$ cat src/rtl/axis_axi_frame_writer.sv
// -----------------------------------------------------------------------------
// axis_axi_frame_writer
//
// AXI-Stream sink that stores a frame of stream beats linearly into an AXI
// memory starting at BASE_ADDR, using INCR write bursts of up to BURST_LEN
// beats. Incoming beats are buffered in a BURST_LEN-deep FIFO. A burst is only
// requested once all of its data is buffered, either because the FIFO is full
// or because the frame's tlast beat is held. As a result, W never waits on the
// stream.
//
// Optional feature macro: AXIS_WR_TKEEP_EN
//   defined   : s_axis_tkeep port exists, is stored per beat, drives m_axi_wstrb
//   undefined : no tkeep port or storage, m_axi_wstrb is all ones
//
// Ports
//   clk, rst_n                     clock, asynchronous active-low reset
//   s_axis_t{data,keep,valid,last} stream input; s_axis_tready back-pressure
//   m_axi_aw*                      write address channel (awid = 0, INCR)
//   m_axi_w*                       write data channel
//   m_axi_b*                       write response channel (bid ignored)
//   frame_done                     1-cycle pulse after the final burst's B
//   wr_err                         sticky flag, any non-OKAY bresp
// -----------------------------------------------------------------------------
module axis_axi_frame_writer #(
    parameter int                    DATA_WIDTH = 32,
    parameter int                    ADDR_WIDTH = 16,
    parameter int                    STRB_WIDTH = DATA_WIDTH / 8,
    parameter int                    ID_WIDTH   = 8,
    parameter int                    BURST_LEN  = 16,
    parameter logic [ADDR_WIDTH-1:0] BASE_ADDR  = {ADDR_WIDTH{1'b0}}
) (
    input  logic                  clk,
    input  logic                  rst_n,
    input  logic [DATA_WIDTH-1:0] s_axis_tdata,
`ifdef AXIS_WR_TKEEP_EN
    input  logic [STRB_WIDTH-1:0] s_axis_tkeep,
`endif
    input  logic                  s_axis_tvalid,
    output logic                  s_axis_tready,
    input  logic                  s_axis_tlast,
    output logic [ID_WIDTH-1:0]   m_axi_awid,
    output logic [ADDR_WIDTH-1:0] m_axi_awaddr,
    output logic [7:0]            m_axi_awlen,
    output logic [2:0]            m_axi_awsize,
    output logic [1:0]            m_axi_awburst,
    output logic                  m_axi_awvalid,
    input  logic                  m_axi_awready,
    output logic [DATA_WIDTH-1:0] m_axi_wdata,
    output logic [STRB_WIDTH-1:0] m_axi_wstrb,
    output logic                  m_axi_wlast,
    output logic                  m_axi_wvalid,
    input  logic                  m_axi_wready,
    input  logic [ID_WIDTH-1:0]   m_axi_bid,
    input  logic [1:0]            m_axi_bresp,
    input  logic                  m_axi_bvalid,
    output logic                  m_axi_bready,
    output logic                  frame_done,
    output logic                  wr_err
);

    localparam int PTR_W  = $clog2(BURST_LEN);
    localparam int CNT_W  = PTR_W + 1;
    localparam int SIZE_W = $clog2(STRB_WIDTH);
`ifdef AXIS_WR_TKEEP_EN
    localparam int ENTRY_W = 1 + STRB_WIDTH + DATA_WIDTH;
`else
    localparam int ENTRY_W = 1 + DATA_WIDTH;
`endif

    typedef enum logic [1:0] {
        ST_IDLE = 2'd0,
        ST_AW   = 2'd1,
        ST_W    = 2'd2,
        ST_B    = 2'd3
    } state_t;

    state_t                state_r;
    state_t                state_nxt_s;

    logic [ENTRY_W-1:0]    mem_r [BURST_LEN];
    logic [PTR_W-1:0]      wr_ptr_r;
    logic [PTR_W-1:0]      rd_ptr_r;
    logic [CNT_W-1:0]      count_r;
    logic [CNT_W-1:0]      beats_r;
    logic [CNT_W-1:0]      remain_r;
    logic [ADDR_WIDTH-1:0] cur_addr_r;
    logic                  last_pend_r;
    logic                  has_last_r;
    logic                  frame_done_r;
    logic                  wr_err_r;

    logic                  full_s;
    logic                  push_s;
    logic                  pop_s;
    logic                  trigger_s;
    logic                  b_hs_s;
    logic [ENTRY_W-1:0]    in_entry_s;
    logic [ENTRY_W-1:0]    head_s;
    logic                  head_last_s;
    logic                  awvalid_s;
    logic                  wvalid_s;
    logic                  wlast_s;
    logic                  bready_s;
    logic                  unused_bid_s;

    // Response IDs carry no information for a single-ID master.
    assign unused_bid_s = ^m_axi_bid;

    assign full_s        = (count_r == CNT_W'(BURST_LEN));
    // Stream is frozen from the tlast beat until that frame's final B returns.
    assign s_axis_tready = !full_s && !last_pend_r && rst_n;
    assign push_s        = s_axis_tvalid && s_axis_tready;
    assign pop_s         = wvalid_s && m_axi_wready;
    assign b_hs_s        = bready_s && m_axi_bvalid;
    // A burst only starts when its data is fully buffered.
    assign trigger_s     = (full_s || last_pend_r) && (count_r != {CNT_W{1'b0}});

`ifdef AXIS_WR_TKEEP_EN
    assign in_entry_s  = {s_axis_tlast, s_axis_tkeep, s_axis_tdata};
    assign m_axi_wstrb = head_s[DATA_WIDTH +: STRB_WIDTH];
`else
    assign in_entry_s  = {s_axis_tlast, s_axis_tdata};
    assign m_axi_wstrb = {STRB_WIDTH{1'b1}};
`endif
    assign head_s      = mem_r[rd_ptr_r];
    assign head_last_s = head_s[ENTRY_W-1];
    assign m_axi_wdata = head_s[DATA_WIDTH-1:0];

    assign m_axi_awid    = {ID_WIDTH{1'b0}};
    assign m_axi_awsize  = 3'(SIZE_W);
    assign m_axi_awburst = 2'b01;
    assign m_axi_awaddr  = cur_addr_r;
    assign m_axi_awlen   = 8'(beats_r - CNT_W'(1'b1));
    assign m_axi_awvalid = awvalid_s;
    assign m_axi_wvalid  = wvalid_s;
    assign m_axi_wlast   = wlast_s;
    assign m_axi_bready  = bready_s;
    assign frame_done    = frame_done_r;
    assign wr_err        = wr_err_r;

    // FIFO storage: data only, no reset needed since count_r gates validity.
    always_ff @(posedge clk) begin
        if (push_s) begin
            mem_r[wr_ptr_r] <= in_entry_s;
        end
    end

    // FIFO pointers and occupancy; push+pop in one cycle keeps the count.
    always_ff @(posedge clk or negedge rst_n) begin
        if (!rst_n) begin
            wr_ptr_r <= {PTR_W{1'b0}};
            rd_ptr_r <= {PTR_W{1'b0}};
            count_r  <= {CNT_W{1'b0}};
        end else begin
            if (push_s) begin
                wr_ptr_r <= wr_ptr_r + PTR_W'(1'b1);
            end
            if (pop_s) begin
                rd_ptr_r <= rd_ptr_r + PTR_W'(1'b1);
            end
            case ({push_s, pop_s})
                2'b10:   count_r <= count_r + CNT_W'(1'b1);
                2'b01:   count_r <= count_r - CNT_W'(1'b1);
                default: count_r <= count_r;
            endcase
        end
    end

    // FSM state register.
    always_ff @(posedge clk or negedge rst_n) begin
        if (!rst_n) begin
            state_r <= ST_IDLE;
        end else begin
            state_r <= state_nxt_s;
        end
    end

    // FSM next-state logic.
    always_comb begin
        state_nxt_s = state_r;
        case (state_r)
            ST_IDLE: begin
                if (trigger_s) state_nxt_s = ST_AW;
                else           state_nxt_s = ST_IDLE;
            end
            ST_AW: begin
                if (m_axi_awready) state_nxt_s = ST_W;
                else               state_nxt_s = ST_AW;
            end
            ST_W: begin
                if (pop_s && (remain_r == CNT_W'(1'b1))) state_nxt_s = ST_B;
                else                                      state_nxt_s = ST_W;
            end
            ST_B: begin
                if (m_axi_bvalid) state_nxt_s = ST_IDLE;
                else              state_nxt_s = ST_B;
            end
            default: state_nxt_s = ST_IDLE;
        endcase
    end

    // FSM outputs, decoded from the state register only.
    always_comb begin
        awvalid_s = 1'b0;
        wvalid_s  = 1'b0;
        wlast_s   = 1'b0;
        bready_s  = 1'b0;
        case (state_r)
            ST_AW: awvalid_s = 1'b1;
            ST_W: begin
                wvalid_s = 1'b1;
                wlast_s  = (remain_r == CNT_W'(1'b1));
            end
            ST_B:    bready_s = 1'b1;
            default: begin
                awvalid_s = 1'b0;
                wvalid_s  = 1'b0;
                wlast_s   = 1'b0;
                bready_s  = 1'b0;
            end
        endcase
    end

    // Burst bookkeeping: length latch, beat countdown, address, frame status.
    always_ff @(posedge clk or negedge rst_n) begin
        if (!rst_n) begin
            beats_r      <= {CNT_W{1'b0}};
            remain_r     <= {CNT_W{1'b0}};
            cur_addr_r   <= BASE_ADDR;
            last_pend_r  <= 1'b0;
            has_last_r   <= 1'b0;
            frame_done_r <= 1'b0;
            wr_err_r     <= 1'b0;
        end else begin
            frame_done_r <= 1'b0;
            if (push_s && s_axis_tlast) begin
                last_pend_r <= 1'b1;
            end
            if ((state_r == ST_IDLE) && trigger_s) begin
                beats_r  <= count_r;
                remain_r <= count_r;
            end
            if (pop_s) begin
                remain_r <= remain_r - CNT_W'(1'b1);
                if (head_last_s) begin
                    has_last_r <= 1'b1;
                end
            end
            if (b_hs_s) begin
                if (m_axi_bresp != 2'b00) begin
                    wr_err_r <= 1'b1;
                end
                if (has_last_r) begin
                    // Frame complete: rewind and reopen the stream.
                    cur_addr_r   <= BASE_ADDR;
                    frame_done_r <= 1'b1;
                    last_pend_r  <= 1'b0;
                    has_last_r   <= 1'b0;
                end else begin
                    cur_addr_r <= cur_addr_r + (ADDR_WIDTH'(beats_r) << SIZE_W);
                end
            end
        end
    end

endmodule

$ cat config.mk
export PLATFORM = sky130hd
export DESIGN_NAME = axis_axi_frame_writer
export DESIGN_NICKNAME = d
export VERILOG_FILES = /design/src/rtl/axis_axi_frame_writer.sv
export SDC_FILE = /design/constraint.sdc
export NUM_CORES = 1
export LEC_CHECK = 0
export CAP_MARGIN = 20
export CORE_MARGIN = 2
export CORE_UTILIZATION = 50
export DETAILED_ROUTE_END_ITERATION = 7
export PLACE_DENSITY_LB_ADDON = 0.12
export SLEW_MARGIN = 20
export SYNTH_ARGS = -nofsm -noshare
export SYNTH_HDL_FRONTEND = slang
export SYNTH_SLANG_ARGS = --single-unit
$ cat constraint.sdc
create_clock -name clk -period 5.45 [get_ports clk]
set_clock_uncertainty 0.2 [all_clocks]
set_input_delay 0.8175 -clock clk [delete_from_list [all_inputs] [get_ports clk]]
set_output_delay 0.8175 -clock clk [all_outputs]
set_load 0.01 [all_outputs]
==> results of run 1 <==
## metal layers
metal / up-vias / part of all wire [%] / global-route usage [%] / routed length (um)
met2: 295 / 51 / 35.2 / 24100
met5: - / 0.030 / 0 / 14
li1: 4498 / - / - / -
met4: 2 / 1.8 / 5.71 / 826
met3: 63 / 5.1 / 3.28 / 2400
met1: 5592 / 42 / 28.3 / 19700
## power by group through the flow
stage,Sequential (W),Combinational [W],Clock [W]
2_1_floorplan,0.00524,0.00265,0
3_3_place_gp,0.00563,0.00363,0
3_5_place_dp,0.00565,0.00365,0
4_1_cts,0.00556,0.00367,0.00364
5_1_grt,0.00560,0.00385,0.00381
6_report,0.00554,0.00359,0.00357
## state kept, by name, indices dropped and copies added, names as in the netlist
signal	count
remain_r	5
has_last_r	1
state_r	2
wr_err	1
count_r	5
beats_r	5
wr_ptr_r	4
last_pend_r	1
mem_r	528
frame_done	1
rd_ptr_r	4
m_axi_awaddr	14
## layout by cell type, fill, tap and decap left out, types with 3 or more instances in the layout
cell,instances
sky130_fd_sc_hd__or3_1,4
sky130_fd_sc_hd__mux2i_1,5
sky130_fd_sc_hd__dfrtp_4,3
sky130_fd_sc_hd__clkinv_2,5
sky130_fd_sc_hd__a211oi_1,3
sky130_fd_sc_hd__o41ai_1,3
sky130_fd_sc_hd__clkbuf_1,19
sky130_fd_sc_hd__clkdlybuf4s50_1,100
sky130_fd_sc_hd__nor2_1,22
sky130_fd_sc_hd__o21ai_0,15
sky130_fd_sc_hd__xnor2_1,12
sky130_fd_sc_hd__nor2_4,12
sky130_fd_sc_hd__nor3_2,4
sky130_fd_sc_hd__clkbuf_16,59
sky130_fd_sc_hd__a221o_1,4
sky130_fd_sc_hd__edfxtp_1,528
sky130_fd_sc_hd__dfrtp_1,39
sky130_fd_sc_hd__nand4_1,3
sky130_fd_sc_hd__a21o_1,3
sky130_fd_sc_hd__mux4_2,164
sky130_fd_sc_hd__o211ai_1,5
sky130_fd_sc_hd__nand2_1,26
sky130_fd_sc_hd__nand2b_1,4
sky130_fd_sc_hd__nor3_1,4
sky130_fd_sc_hd__clkinv_1,14
sky130_fd_sc_hd__inv_1,14
sky130_fd_sc_hd__conb_1,19
sky130_fd_sc_hd__buf_4,27
sky130_fd_sc_hd__o21a_1,3
sky130_fd_sc_hd__a21oi_1,5
sky130_fd_sc_hd__nor2b_1,6
sky130_fd_sc_hd__buf_12,9
sky130_fd_sc_hd__ha_1,17
sky130_fd_sc_hd__xor2_1,9
## area by class of cell
type	count	area (um^2)	share of cell area (%)
timing repair buffer	137	1390	5.33
clock inverter	23	134	0.514
clock buffer	78	1550	5.94
tap	592	741	2.84
inverter	15	56.3	0.216
sequential	571	16900	65.0
multi-input combinational	383	5250	20.1
## final timing paths
kind / slack [ns] / endpoint / cells after the start
max: 0.89 / m_axi_wdata[31] / 4
min in group clk: 0.28 / wr_err / 1
min reg2reg: 0.28 / wr_err / 1
max reg2reg: 2.09 / mem_r[11][11] / 6
max in group asynchronous: 4.44 / rd_ptr_r[0] / 2
min: 0.15 / m_axi_awaddr[7] / 2
## cell usage after synthesis (12+ instances only)
master / instances / share of area, %
sky130_fd_sc_hd__edfxtp_1: 528 / 70
sky130_fd_sc_hd__mux4_2: 164 / 16
sky130_fd_sc_hd__dfrtp_1: 43 / 4.8
sky130_fd_sc_hd__nor2_1: 34 / 0.57
sky130_fd_sc_hd__nand2_1: 26 / 0.43
sky130_fd_sc_hd__clkbuf_1: 23 / 0.38
sky130_fd_sc_hd__buf_4: 21 / 0.70
sky130_fd_sc_hd__ha_1: 17 / 0.95
sky130_fd_sc_hd__buf_2: 16 / 0.36
sky130_fd_sc_hd__o21ai_0: 15 / 0.33
sky130_fd_sc_hd__inv_1: 14 / 0.23
sky130_fd_sc_hd__xnor2_1: 12 / 0.47
## critical path, stage by stage, from the launching register on
cell                              delay (ns)
sky130_fd_sc_hd__dfrtp_4                0.99
sky130_fd_sc_hd__buf_4                  0.40
sky130_fd_sc_hd__mux4_2                 0.55
sky130_fd_sc_hd__mux4_2                 0.48
sky130_fd_sc_hd__clkdlybuf4s50_1        0.51
## cell families after synthesis
kind of cell,after synthesis,share of synthesized area [%]
xor+xnor,21,0.817
simple gates,100,2.20
flops,571,75.2
fa+ha+maj,18,1.03
compound gates,53,1.68
other cells,2,0.0334
mux,172,16.8
buf+inv,88,2.21
## through the flow
| step | setup slack (ns) | util (%) | power (W) | cell area [um^2] |
|---|---|---|---|---|
| global placement | 1.43 | 55.0 | 0.00927 | 24400 |
| detailed placement | 1.41 | 55.0 | 0.00930 | 24400 |
| finish | 0.888 | 58.8 | 0.0127 | 26100 |
| CTS | 0.766 | 58.8 | 0.0129 | 26100 |
| global route | 0.707 | 58.8 | 0.0133 | 26100 |
| floorplan | 1.05 | - | 0.00789 | 22600 |
==> flow_summary_export.csv, run 1 <==
group,metric,value,unit
cts,cts_root_buffer,"sky130_fd_sc_hd__clkbuf_16",
worst_setup_path,startpoint,"rd_ptr_r[0]",
worst_setup_path,required_time_reported_for_the_critical_path_endpoint,4.43,ns
synthesis,synth.yosys.warnings,0,
power_and_ir_drop,power_switching_share,28.0,%
power_and_ir_drop,int_power,0.00914,W
synthesis,number_of_flops_mapped_to_enable_cells_by_yosys,528,
worst_setup_path,cp-start-kind,"flip-flop",
timing,pins_over_slew_limit,0,
synthesis,ys_dominant_reg_cell,"sky130_fd_sc_hd__edfxtp_1",
cts,numClockSinks,571,
place,globalplace.congestion,0.735,
power_and_ir_drop,power.share.clock,28.1,%
cells_and_area,stdcell_count,1799,
timing,fmax,219,MHz
min_path,timing.hold.worst.class,"input pin to async pin",
cts,insertion_delay,0.60,ns
routing,drt_pass1_iterations,5,
cts,postCtsHoldBufs,0,
synthesis,post_synth_num_cell_types,56,
cts,post_cts_clock_slew_at_the_launch_and_capture_registers_of_the_worst_setup_and_hold_paths,0.06,ns
timing,tightestPinTransition,1.03,ns
place,buffers_on_ports,101,
routing,postRouteWirelength,47100,um
timing,timing.max_slew.rel_slack,31.5,%
die,die_w,216,um
die,initial_standard_cell_utilization_of_the_core,50.8,%
synthesis,synth-async-reset-ratio,7.53,%
power_and_ir_drop,static-leakage-power,8.39,nW
worst_setup_path,worstPathMaxFanout,36,
power_and_ir_drop,power_dens_cells,487,mW/mm^2
timing,hold_violation_count_in_the_final_report,0,
grt,grt_overflow,0,
cts,tritoncts,"yes",
die,die_y,216,um
synthesis,synth_seq_area_share,75.2,%
timing,period_needed,4.56,ns
worst_setup_path,sort_of_element_at_the_end_of_the_critical_path,"output pin",
timing,holdWs,0.153,ns
power_and_ir_drop,p_sw,0.00355,W
timing,final-setup-viol-count,0,
cells_and_area,flow.area_growth_from_synthesis,15.8,%
synthesis,syn-instance-count,1025,
cts,post_cts_resize_count,0,
die,io_pins,129,
place,post-place-cells,1698,
worst_setup_path,cp.arrival,3.54,ns
status,status,"complete, no violations",
cts,htreeDepth,2,
timing,final_min_period_over_clock_period,83.7,%
grt,number_of_global_route_vias_before_repair,10900,
flow_run,cap_violations,0,
timing,fin_tns_setup,0,ns
cells_and_area,filler_cell_count,3272,
timing,rsz_0062_raised_after_global_routing,"false",
grt,antenna_violations_before_repair,1,
worst_setup_path,timing_worst_setup_path_type,"flip-flop to output pin",
power_and_ir_drop,combinationalPowerShare,28.3,%
power_and_ir_drop,relative_contribution_of_sequential_cells_to_total_power,43.6,%
cells_and_area,number_of_diodes,0,
routing,detail_route.wl_per_cell,26.2,um
synthesis,synthesis.area_per_instance,22.0,um^2
routing,drt_drc_violations_left,0,
grt,grt_first_pass_wirelength,70600,um
cells_and_area,drive_gt1_share,24.5,%
grt,global_route.usage.total,20.7,%
cts,clock_tree.buffer_depth,3,
cts,post-cts-setup-buffer-count,0,
routing,detail_route.vias_per_cell,5.81,
cells_and_area,layout.nets,1232,
synthesis,netlist_area,0.0225,mm^2
grt,grt_max_degree,53,
synthesis,synth_seq_cells,571,
die,coreArea,0.0443,mm^2
cts,numCtsBuffers,57,
place,hpwl,25400,um
routing,route.vias.total,10500,
die,rows,77,
die,floorplan.die_area,0.0467,mm^2
worst_setup_path,crit-reg2reg-launch,"count_r[1]",
routing,detail_route.iter0.violations,927,
power_and_ir_drop,worst_ir_drop_vdd,0.279,mV
routing,drt.antenna.violating_nets,0,
No activity file was read; power rests on OpenSTA's default activity.
==> run 2, diff against run 1 <==
==> constraint.sdc (replaced) <==
create_clock -name clk -period 4.5 [get_ports clk]
set_clock_uncertainty 0.2 [all_clocks]
set_input_delay 0.675 -clock clk [delete_from_list [all_inputs] [get_ports clk]]
set_output_delay 0.675 -clock clk [all_outputs]
set_load 0.01 [all_outputs]
==> run 2 against run 1 <==
First-iteration DRC count shrank 5.5%. Wire length shrank 1.6%. Sequential share of layout area shrank 0.48 points. Worst hold slack lost 0.14 ns. Global-route usage shrank 0.37 points. Cell area grew 0.74%. Combinational power grew 27%. Via count shrank 0.57%. Die area is the same. Non-clock buffer count grew 3. Largest cell class unchanged.
==> flow_summary_export.csv, run 2 (synthesis gave the netlist of run 1 again) <==
group,metric,value,unit
status,status,"complete, no violations",
timing,pins_over_slew_limit,0,
cells_and_area,flow.area_growth_from_synthesis,16.7,%
grt,grt_overflow,0,
grt,number_of_global_route_vias_before_repair,10700,
worst_setup_path,cp-start-kind,"flip-flop",
cells_and_area,layout.nets,1234,
timing,hold_violation_count_in_the_final_report,0,
die,io_pins,129,
cts,tritoncts,"yes",
cells_and_area,largest_register_ff_count,528,
worst_setup_path,worst_path_largest_cell_delay,0.63,ns
worst_setup_path,cp.arrival,3.26,ns
cells_and_area,largest_register,"mem_r",
place,hpwl,25000,um
grt,grt_max_degree,86,
die,die_y,216,um
place,globalplace.congestion,0.773,
cells_and_area,layout.cells.most_common,"sky130_fd_sc_hd__edfxtp_1",
routing,drt_pass1_iterations,5,
cells_and_area,number_of_diodes,0,
routing,detail_route.wl_per_cell,25.7,um
die,floorplan.die_area,0.0467,mm^2
worst_setup_path,critPathBufInv,3,
timing,fmax,242,MHz
cells_and_area,drive_gt1_share,25.8,%
cts,htreeDepth,2,
power_and_ir_drop,post-layout-total-power,0.0156,W
grt,antenna_violations_before_repair,1,
cts,postCtsHoldBufs,0,
die,rows,77,
timing,rsz_0062_raised_after_global_routing,"false",
timing,holdWs,0.0161,ns
cts,clock_tree.buffer_depth,3,
routing,detail_route.iter0.violations,876,
cts,post_cts_clock_slew_at_the_launch_and_capture_registers_of_the_worst_setup_and_hold_paths,0.06,ns
worst_setup_path,crit-reg2reg-launch,"count_r[2]",
cts,numCtsBuffers,56,
power_and_ir_drop,power_dens_cells,594,mW/mm^2
worst_setup_path,required_time_reported_for_the_critical_path_endpoint,3.62,ns
cts,post-cts-setup-buffer-count,0,
timing,tightestPinTransition,0.967,ns
cts,cts_root_buffer,"sky130_fd_sc_hd__clkbuf_16",
min_path,timing.hold.worst.class,"input pin to async pin",
power_and_ir_drop,worst_ir_drop_vdd,0.501,mV
die,initial_standard_cell_utilization_of_the_core,50.8,%
power_and_ir_drop,static-leakage-power,8.48,nW
grt,grt_first_pass_wirelength,69400,um
worst_setup_path,timing_worst_setup_path_type,"flip-flop to output pin",
routing,drt_drc_violations_left,0,
routing,detail_route.vias_per_cell,5.76,
cts,post_cts_resize_count,0,
cts,insertion_delay,0.59,ns
routing,postRouteWirelength,46300,um
timing,final-setup-viol-count,0,
flow_run,cap_violations,0,
routing,route.vias.total,10400,
die,coreArea,0.0443,mm^2
cells_and_area,final_cell_mix,"528 x sky130_fd_sc_hd__edfxtp_1, 164 x sky130_fd_sc_hd__mux4_2, 100 x sky130_fd_sc_hd__clkdlybuf4s50_1, 57 x sky130_fd_sc_hd__clkbuf_16, 39 x sky130_fd_sc_hd__dfrtp_1",
worst_setup_path,timing.critical_path.max_delay_family,"multiplexers",
place,buffers_on_ports,101,
timing,final_min_period_over_clock_period,92.0,%
worst_setup_path,critical_path.cell_chain,"buf_12 > buf_12 > mux4_2 > mux4_2 > clkdlybuf4s50_1",
worst_setup_path,sort_of_element_at_the_end_of_the_critical_path,"output pin",
cts,numClockSinks,571,
die,die_w,216,um
grt,global_route.usage.total,20.4,%
routing,drt.antenna.violating_nets,0,
timing,period_needed,4.14,ns
timing,fin_tns_setup,0,ns
worst_setup_path,critical-path-slowest-cell,"sky130_fd_sc_hd__dfrtp_4",
worst_setup_path,startpoint,"rd_ptr_r[0]",
worst_setup_path,worstPathMaxFanout,26,
timing,timing.max_slew.rel_slack,35.6,%
run 2: final timing paths:
| check | endpoint | slack (ns) | cells past startpoint |
|---|---|---|---|
| max | m_axi_wdata[22] | 0.36 | 5 |
| min | m_axi_awaddr[9] | 0.02 | 2 |
| max reg2reg | count_r[4] | 1.43 | 11 |
| min reg2reg | wr_err | 0.28 | 1 |
| max in group asynchronous | rd_ptr_r[0] | 3.63 | 2 |
| min in group clk | wr_err | 0.28 | 1 |
run 2: layout make-up:
type	instances	area [um^2]
Inverter	15	56.3
Tap cell	592	741
Timing Repair Buffer	140	1500
Clock inverter	33	290
Multi-Input combinational cell	383	5250
Sequential cell	571	16900
Clock buffer	70	1480
Fill cell	3232	18100
run 2: routing by layer:
metal	vias to the layer above	track usage (%)	part of all wire, %
li1	4508	-	-
met2	274	33.4	50
met1	5548	28.9	43
met3	58	3.54	5.2
met4	2	4.98	1.6
met5	-	0	0.028
run 2: stage by stage:
step	setup WS [ns]	utilization, %	instance area [um^2]	instances
after floorplan	0.240	-	22600	1042
after global placement	0.879	55.3	24500	1701
after detailed placement	0.898	55.3	24500	1701
after CTS	0.251	59.2	26300	1804
after global routing	0.191	59.2	26300	1804
final	0.361	59.2	26300	1804
run 2: power breakdown:
| group | leakage, nW | switching [W] | internal, W |
|---|---|---|---|
| clock | 0.877 | 0.00189 | 0.00260 |
| sequential | 5.28 | 0.000470 | 0.00609 |
| combinational | 2.33 | 0.00196 | 0.00259 |
| total | 8.48 | 0.00432 | 0.0113 |
